$ cat src/rtl/ad7864_pkg.sv
// Shared AD7864 types: FSM state, channel index, sample word and the
// {channel, frame} pattern builder used by the driver and the emulator.
package ad7864_pkg;

    localparam int unsigned SAMPLE_W = 12;

    typedef enum logic [0:0] {
        IDLE,
        CONVERT
    } state_t;

    typedef logic [1:0]          ch_t;
    typedef logic [SAMPLE_W-1:0] sample_t;

    function automatic sample_t make_sample(input ch_t ch, input logic [SAMPLE_W-3:0] frame);
        return {ch, frame};
    endfunction

endpackage

$ cat src/rtl/ad7864_sync_edge.sv
// Multi-stage synchronizer (STAGES >= 2) with registered rise/fall pulses
// that are aligned with the cycle in which the level output changes.
module ad7864_sync_edge #(
    parameter int unsigned STAGES  = 2,
    parameter logic        RST_VAL = 1'b0
) (
    input  logic clk,
    input  logic rst,
    input  logic d,
    output logic level,
    output logic rise,
    output logic fall
);

    logic [STAGES-1:0] sync_q, sync_d;
    logic              rise_q, rise_d;
    logic              fall_q, fall_d;

    // Edges are taken one stage early so the pulse coincides with the final
    // stage changing, keeping pin-to-pulse latency at STAGES cycles.
    always_comb begin
        sync_d = {sync_q[STAGES-2:0], d};
        rise_d = sync_q[STAGES-2] & ~sync_q[STAGES-1];
        fall_d = ~sync_q[STAGES-2] & sync_q[STAGES-1];
    end

    always_ff @(posedge clk or posedge rst) begin
        if (rst) begin
            sync_q <= {STAGES{RST_VAL}};
            rise_q <= 1'b0;
            fall_q <= 1'b0;
        end else begin
            sync_q <= sync_d;
            rise_q <= rise_d;
            fall_q <= fall_d;
        end
    end

    assign level = sync_q[STAGES-1];
    assign rise  = rise_q;
    assign fall  = fall_q;

endmodule

$ cat src/rtl/ad7864_emu.sv
// AD7864 responder: BUSY/EOC conversion sequence and double-buffered
// {channel, frame} samples. Define AD7864_EMU_OVERRUN_EN for ADC_OVERRUN.
module ad7864_emu
    import ad7864_pkg::*;
#(
    parameter int unsigned NUM_CH      = 4,
    parameter int unsigned DATA_W      = 12,
    parameter int unsigned CONV_CYCLES = 8,
    parameter int unsigned SYNC_STAGES = 2
) (
    input  logic              CLOCKPIN,
    input  logic              RST,
    input  logic              ADC_CONV,
    input  logic              ADC_CS_N,
    input  logic              ADC_RD_N,
    output logic              ADC_BUSY,
    output logic              ADC_EOC_N,
    output logic [DATA_W-1:0] ADC_DB,
    output logic              ADC_DB_OE
`ifdef AD7864_EMU_OVERRUN_EN
    ,
    output logic              ADC_OVERRUN
`endif
);

    localparam int unsigned CNT_W   = $clog2(CONV_CYCLES);
    localparam int unsigned FRAME_W = DATA_W - 2;
    localparam logic [CNT_W-1:0] LAST_CNT = CNT_W'(CONV_CYCLES - 1);
    localparam ch_t LAST_CH = ch_t'(NUM_CH - 1);

    logic conv_level, conv_rise, conv_fall;
    logic cs_level, cs_rise, cs_fall;
    logic rd_level, rd_rise, rd_fall;
    logic unused_sync;

    ad7864_sync_edge #(.STAGES(SYNC_STAGES), .RST_VAL(1'b0)) u_sync_conv (
        .clk(CLOCKPIN), .rst(RST), .d(ADC_CONV),
        .level(conv_level), .rise(conv_rise), .fall(conv_fall)
    );
    ad7864_sync_edge #(.STAGES(SYNC_STAGES), .RST_VAL(1'b1)) u_sync_cs (
        .clk(CLOCKPIN), .rst(RST), .d(ADC_CS_N),
        .level(cs_level), .rise(cs_rise), .fall(cs_fall)
    );
    ad7864_sync_edge #(.STAGES(SYNC_STAGES), .RST_VAL(1'b1)) u_sync_rd (
        .clk(CLOCKPIN), .rst(RST), .d(ADC_RD_N),
        .level(rd_level), .rise(rd_rise), .fall(rd_fall)
    );

    assign unused_sync = ^{conv_level, conv_fall, cs_rise, cs_fall, rd_level, rd_fall};

    state_t                         state_q, state_d;
    ch_t                            ch_q, ch_d;
    ch_t                            ptr_q, ptr_d;
    logic [CNT_W-1:0]               cnt_q, cnt_d;
    logic [FRAME_W-1:0]             frame_q, frame_d;
    logic [NUM_CH-1:0][DATA_W-1:0]  work_q, work_d;
    logic [NUM_CH-1:0][DATA_W-1:0]  read_q, read_d;
    logic                           busy_q, busy_d;
    logic                           eoc_n_q, eoc_n_d;
    logic [DATA_W-1:0]              db_q, db_d;
    logic                           frame_done;
`ifdef AD7864_EMU_OVERRUN_EN
    localparam int unsigned RDC_W = $clog2(NUM_CH + 1);
    logic [RDC_W-1:0]               rd_cnt_q, rd_cnt_d;
    logic                           have_frame_q, have_frame_d;
    logic                           ovr_q, ovr_d;
`endif

    always_comb begin
        state_d    = state_q;
        ch_d       = ch_q;
        cnt_d      = cnt_q;
        frame_d    = frame_q;
        work_d     = work_q;
        read_d     = read_q;
        busy_d     = busy_q;
        ptr_d      = ptr_q;
        frame_done = 1'b0;

        case (state_q)
            IDLE: begin
                if (conv_rise) begin
                    state_d = CONVERT;
                    ch_d    = '0;
                    cnt_d   = '0;
                    busy_d  = 1'b1;
                end
            end
            CONVERT: begin
                if (cnt_q == LAST_CNT) begin
                    work_d[ch_q] = make_sample(ch_q, frame_q);
                    cnt_d        = '0;
                    ch_d         = ch_q + ch_t'(1);
                    if (ch_q == LAST_CH) begin
                        // Publish includes the sample captured this same cycle.
                        state_d    = IDLE;
                        busy_d     = 1'b0;
                        frame_done = 1'b1;
                        read_d     = work_d;
                        frame_d    = frame_q + FRAME_W'(1);
                    end
                end else begin
                    cnt_d = cnt_q + CNT_W'(1);
                end
            end
            default: state_d = IDLE;
        endcase

        if (frame_done) begin
            ptr_d = '0;
        end else if (rd_rise && !cs_level) begin
            ptr_d = (ptr_q == LAST_CH) ? '0 : ptr_q + ch_t'(1);
        end

        eoc_n_d = !((state_d == CONVERT) && (cnt_d == LAST_CNT));
        db_d    = read_q[ptr_q];

`ifdef AD7864_EMU_OVERRUN_EN
        rd_cnt_d     = rd_cnt_q;
        have_frame_d = have_frame_q | frame_done;
        ovr_d        = ovr_q;
        if (conv_rise && state_q == CONVERT) ovr_d = 1'b1;
        if (frame_done && have_frame_q && rd_cnt_q < RDC_W'(NUM_CH)) ovr_d = 1'b1;
        if (frame_done) begin
            rd_cnt_d = '0;
        end else if (rd_rise && !cs_level && rd_cnt_q < RDC_W'(NUM_CH)) begin
            rd_cnt_d = rd_cnt_q + RDC_W'(1);
        end
`endif
    end

    always_ff @(posedge CLOCKPIN or posedge RST) begin
        if (RST) begin
            state_q <= IDLE;
            ch_q    <= '0;
            cnt_q   <= '0;
            frame_q <= '0;
            work_q  <= '0;
            read_q  <= '0;
            busy_q  <= 1'b0;
            eoc_n_q <= 1'b1;
            db_q    <= '0;
            ptr_q   <= '0;
`ifdef AD7864_EMU_OVERRUN_EN
            rd_cnt_q     <= '0;
            have_frame_q <= 1'b0;
            ovr_q        <= 1'b0;
`endif
        end else begin
            state_q <= state_d;
            ch_q    <= ch_d;
            cnt_q   <= cnt_d;
            frame_q <= frame_d;
            work_q  <= work_d;
            read_q  <= read_d;
            busy_q  <= busy_d;
            eoc_n_q <= eoc_n_d;
            db_q    <= db_d;
            ptr_q   <= ptr_d;
`ifdef AD7864_EMU_OVERRUN_EN
            rd_cnt_q     <= rd_cnt_d;
            have_frame_q <= have_frame_d;
            ovr_q        <= ovr_d;
`endif
        end
    end

    assign ADC_BUSY  = busy_q;
    assign ADC_EOC_N = eoc_n_q;
    assign ADC_DB    = db_q;
    assign ADC_DB_OE = ~ADC_CS_N & ~ADC_RD_N;
`ifdef AD7864_EMU_OVERRUN_EN
    assign ADC_OVERRUN = ovr_q;
`endif

endmodule

$ cat config.mk
export PLATFORM = sky130hd
export DESIGN_NAME = ad7864_emu
export DESIGN_NICKNAME = d
export VERILOG_FILES = /design/src/rtl/ad7864_pkg.sv /design/src/rtl/ad7864_sync_edge.sv /design/src/rtl/ad7864_emu.sv
export SDC_FILE = /design/constraint.sdc
export NUM_CORES = 1
export LEC_CHECK = 0
export BUFFER_PORTS_ARGS = -buffer_cell sky130_fd_sc_hd__clkbuf_2
export CAP_MARGIN = 0
export CORE_ASPECT_RATIO = 0.75
export CORE_UTILIZATION = 40
export DETAILED_ROUTE_END_ITERATION = 12
export SYNTH_ARGS = -nofsm -noshare
export SYNTH_HDL_FRONTEND = slang
export SYNTH_HIERARCHICAL = 1
export SYNTH_SLANG_ARGS = --single-unit
$ cat constraint.sdc
create_clock -name CLOCKPIN -period 4.65 [get_ports CLOCKPIN]
set_input_delay 0.2325 -clock CLOCKPIN [delete_from_list [all_inputs] [get_ports CLOCKPIN]]
set_output_delay 0.2325 -clock CLOCKPIN [all_outputs]
set_load 0.01 [all_outputs]
* Yosys cells after proc, flatten, opt, wreduce, memory -nomap -nowiden
Cells that the tools add are included.
Widths: inputs -> output; s select.
** Operators by class
- Add/subtract/negate cells :: 4
- Multiply operators :: 0
- Divide/modulo/power cells :: 0
- Order comparisons :: 3
- Eq/ne operators :: 7
- Shift operators :: 0
- Multiplexer cells :: 25
- Bitwise operators :: 8
- Reductions and logical operators :: 10
** Operators with widths (count)
- $bwmux 48 :: 1
- $bmux 12 s2 :: 1
- $demux 12 s2 :: 1
- $mux 12 :: 2
- $add 10x1->10 const B :: 1
- $mux 2 :: 5
- $mux 1 :: 9
- $eq 3x3->1 const B :: 2
- $lt 2x3->1 const B :: 2
- $mux 3 :: 2
- $ne 2x1->1 const B :: 3
- $pmux 3 s2 :: 1
- $reduce_and 3->1 :: 2
- $not 1->1 :: 5
- $add 2x1->2 const B :: 2
- $eq 2x2->1 const B :: 2
- $pmux 1 s2 :: 2
- $pmux 2 s2 :: 1
- $reduce_and 2->1 :: 2
- $add 3x1->3 const B :: 1
- $and 1x1->1 :: 3
- $logic_and 1x1->1 :: 3
- $ge 2x1->1 const B :: 1
- $logic_not 1->1 :: 2
- $reduce_bool 2->1 :: 1
** Storage, ports and cells
- Bits in registers :: 136
- Latch bits :: 0
- Bits in writable memories :: 0
- Bits in read-only memories :: 0
- Input bits :: 5
- Output and inout bits :: 15
- Word-level logic and storage cells :: 78
- Memories :: 0

* Depth between registers and ports, before layout
- Depth after elaboration :: 6
- Depth in mapped cells :: 8
- Mapped depth without buffers :: 5

* By module
The synthesis kept the hierarchy.
** By module, submodules not included
- ad7864_emu :: times used 1, cells each 419, area an instance 5056.1 µm², seq. area each 2904.0 µm²
- ad7864_sync_edge at u_sync_cs ... :: times used 2, cells each 7, area an instance 121.4 µm², seq. area each 102.6 µm²
- ad7864_sync_edge at u_sync_conv :: times used 1, cells each 7, area an instance 118.9 µm², seq. area each 100.1 µm²

* Worst setup path before layout
Ideal clock, no wire load.
- Kind :: register -> register
- Start :: register cnt_q[0]
- End :: register work_q[24] (netlist name)
- Setup time :: 125 ps
- Arrival time :: 1547 ps
- Data required time :: 4525 ps
- Path slack :: 2979 ps
- Cell stages (with the launch flop) :: 7
- Path buffers :: 2
- Period minus slack after synthesis :: 1671 ps
- Path through :: dfrtp_1 > ha_1 > ha_1 > buf_6 > nand3_2 > buf_2 > mux2_2
** Between the ends
- Cells in the longest elaborated chain, start to end :: 2
** RTL lines
- from (decl) :: line ad7864_emu.sv:54 : logic [CNT_W-1:0] cnt_q, cnt_d;
- from (signal assigned) :: line ad7864_emu.sv:152 : cnt_q <= cnt_d;
- $eq 3x3->1 :: line ad7864_emu.sv:90 : if (cnt_q == LAST_CNT) begin
- $reduce_and 2->1 (no source line)
- to (signal assigned) :: line ad7864_emu.sv:154 : work_q <= work_d;
- to (decl) :: line ad7864_emu.sv:56 : logic [NUM_CH-1:0][DATA_W-1:0] work_q, work_d;
No other way between the ends.
A chain may end at the register's enable or synchronous reset.

* Worst setup path after layout
- Start :: register ch_q[1]
- End :: register work_q[16] (netlist name)
** Between the ends
- Cells in the longest elaborated chain, start to end :: 5
- Elaborated cells on any way between the ends :: 6
- Classes of those cells :: order compare: 2; mux: 3; reduce/logical: 1
** RTL lines
- from (decl) :: line ad7864_emu.sv:52 : ch_t ch_q, ch_d;
- from (signal assigned) :: line ad7864_emu.sv:151 : ch_q <= ch_d;
- $lt 2x3->1 (not written as such) / $ge 2x1->1 (equally long branches) :: line ad7864_emu.sv:91 : work_d[ch_q] = make_sample(ch_q, frame_q);
- $logic_and 1x1->1 (not written as such) :: line ad7864_emu.sv:91
- $mux 12 (not written as such) :: line ad7864_emu.sv:91
- $demux 12 s2 (*) :: line ad7864_emu.sv:91
- $bwmux 48 (*) :: line ad7864_emu.sv:91
Every way passes the cells marked *; elsewhere a longest branch is shown, timed or not.

==> metrics.yaml <==
status: "completed"
ir_drop_mv: 0.2459
dpl.hpwl_microns: 6393
fin_tns_setup_ps: 0
worstMarginPinSlew_ps: 1043
port_buffers: 19
dieArea_sq_um: 13680
worstSetupStartpointType: "flip-flop"
netlist_instances: 432
fillers: 1111
grt_pass1_wl_microns: 17500
drc: 0
cp.arrival_ps: 3020
grtUsageTotal: 0.1746
relSlewSlack: 0.3043
overflow: 0
grt_max_degree: 87
pwr_density_cell_nw_per_um2: 552.7
htreeDepth: 4
yosys_warnings: 6
wirelength_microns: 10290
fin_crit_ps: 2733
pre_cts_ws_ps: 1898
routabilityCongestion: 0.7605
cp-end-kind: "flip-flop"
fp-row-count: 35
drtIter0Drc: 191
cts_sinks: 124
ant_nets: 0
diodes: 0
first_pass_iters: 4
crit_fanout: 15
finClkSkew_ps: 6.795
clkLatencyLatePin_ps: 410
hold_viol: 0
clock_path_buffers: 2
dieHeight_microns: 101.5
num_io_pins: 20
p_leak_nw: 2.862
areaGrowthSynthToFinish_pct: 14.65
cts_setup_buffers: 0
fmax_mhz: 366.0
grt_pass1_vias: 3270
cap_violations: 0
cts_tree: "yes"
crit_required_ps: 4940
cts_buffers: 17
multi_input_comb_area_sq_um: 1944
clkTransAtPathRegs_ps: 60
syn_area_sq_um: 5285
post-route-period-util: 0.5876
rsz0062_at_grt: "no"
start_util: 0.4205
die_w_microns: 134.7
drive_gt1_frac: 0.2247
vias: 3106
seqCellArea_sq_um: 3109
via_per_inst: 5.010
cts_root_buf: "clkbuf_16"
setup_slack_ps: 1917
hp-class: "primary input to asynchronous set/reset pin"
postSynthAreaPerCell_sq_um: 12.23
wl_per_cell_microns: 16.59
nNetsFinal: 454
core_area_sq_um: 12570
syn_nets: 445
drv_slew: 0
setup_violations: 0
timing.hold.ws_ps: 279.4
crit_type: "flip-flop to flip-flop"
antenna_found_initial: 0
[worst max-delay path, cell delays in order (launching register included)]
cell	delay, ps
dfrtp_1	460
inv_1	160
ha_1	850
nand3_2	660
mux2_2	480
[per-layer routing]
layer	up-vias	global-route usage	part of all wire
li1	1483	-	-
met1	1572	0.2393	0.50
met2	41	0.2621	0.45
met3	10	0.04805	0.032
met4	0	0.07519	0.013
met5	-	0	0
[timing repair]
item                                   CTS  global route
gates resized for setup                  0             0
endpoints found under the hold margin   11             0
hold buffers                             4             0
[layout make-up]
cell class	count	share of cell area
Timing Repair Buffer	25	0.02478
Multi-Input combinational cell	264	0.3209
Sequential cell	124	0.5131
Tap cell	166	0.03428
Clock inverter	11	0.02333
Clock buffer	21	0.07764
Inverter	9	0.005988
[stage by stage]
step | instances | power (mW) | instance area, sq um | utilization
2_1_floorplan | 432 | 1.871 | 5285 | -
5_1_grt | 620 | 3.517 | 6060 | 0.4821
3_3_place_gp | 584 | 2.003 | 5408 | 0.4303
3_5_place_dp | 584 | 2.024 | 5408 | 0.4303
6_report | 620 | 3.349 | 6060 | 0.4821
4_1_cts | 620 | 3.390 | 6060 | 0.4821
[sequential cells by signal, summed over array words and instances (netlist names)]
| name | cells |
|---|---|
| work_q | 36 |
| state_q | 1 |
| ADC_BUSY | 1 |
| ADC_DB | 12 |
| u_sync_cs/sync_q | 2 |
| u_sync_rd/sync_q | 2 |
| u_sync_rd/rise | 1 |
| ch_q | 2 |
| ADC_EOC_N | 1 |
| read_q | 48 |
| u_sync_conv/sync_q | 2 |
| frame_q | 10 |
| cnt_q | 3 |
| u_sync_conv/rise | 1 |
| ptr_q | 2 |
[power by group]
part	switching, mW	internal, mW
clock network	0.473	0.882
registers	0.187	1.21
logic	0.312	0.282
[cells in the final DEF, fill, tap and decap left out, drive strengths merged]
cell	count
nand4	5
buf	2
clkbuf	40
a21oi	1
and3	1
xnor2	6
ha	8
nor2	9
nand3	6
dfrtp	119
a22o	3
clkinvlp	3
o21ai	49
bufinv	3
nor2b	4
nor3	3
xor2	3
dfstp	5
inv	9
mux2i	39
clkinv	5
nand2	88
mux4	12
mux2	26
dlygate4sd3	4
nor4	1
[path summary, 6_finish.rpt]
path	start	end	slack, ps	cells past startpoint
max reg2reg	ch_q[1]$_DFFE_PP0P_	work_q[16]$_DFFE_PP0P_	1920	4
min in group CLOCKPIN	u_sync_cs/sync_q[0]$_DFF_PP1_	u_sync_cs/sync_q[1]$_DFF_PP1_	360	0
min reg2reg	u_sync_cs/sync_q[0]$_DFF_PP1_	u_sync_cs/sync_q[1]$_DFF_PP1_	360	0
max in group asynchronous	RST	ADC_EOC_N$_DFF_PP1_	2980	4
max	ch_q[1]$_DFFE_PP0P_	work_q[16]$_DFFE_PP0P_	1920	4
min	RST	u_sync_conv/sync_q[0]$_DFF_PP0_	280	3
No activity file was read; power rests on OpenSTA's default activity.
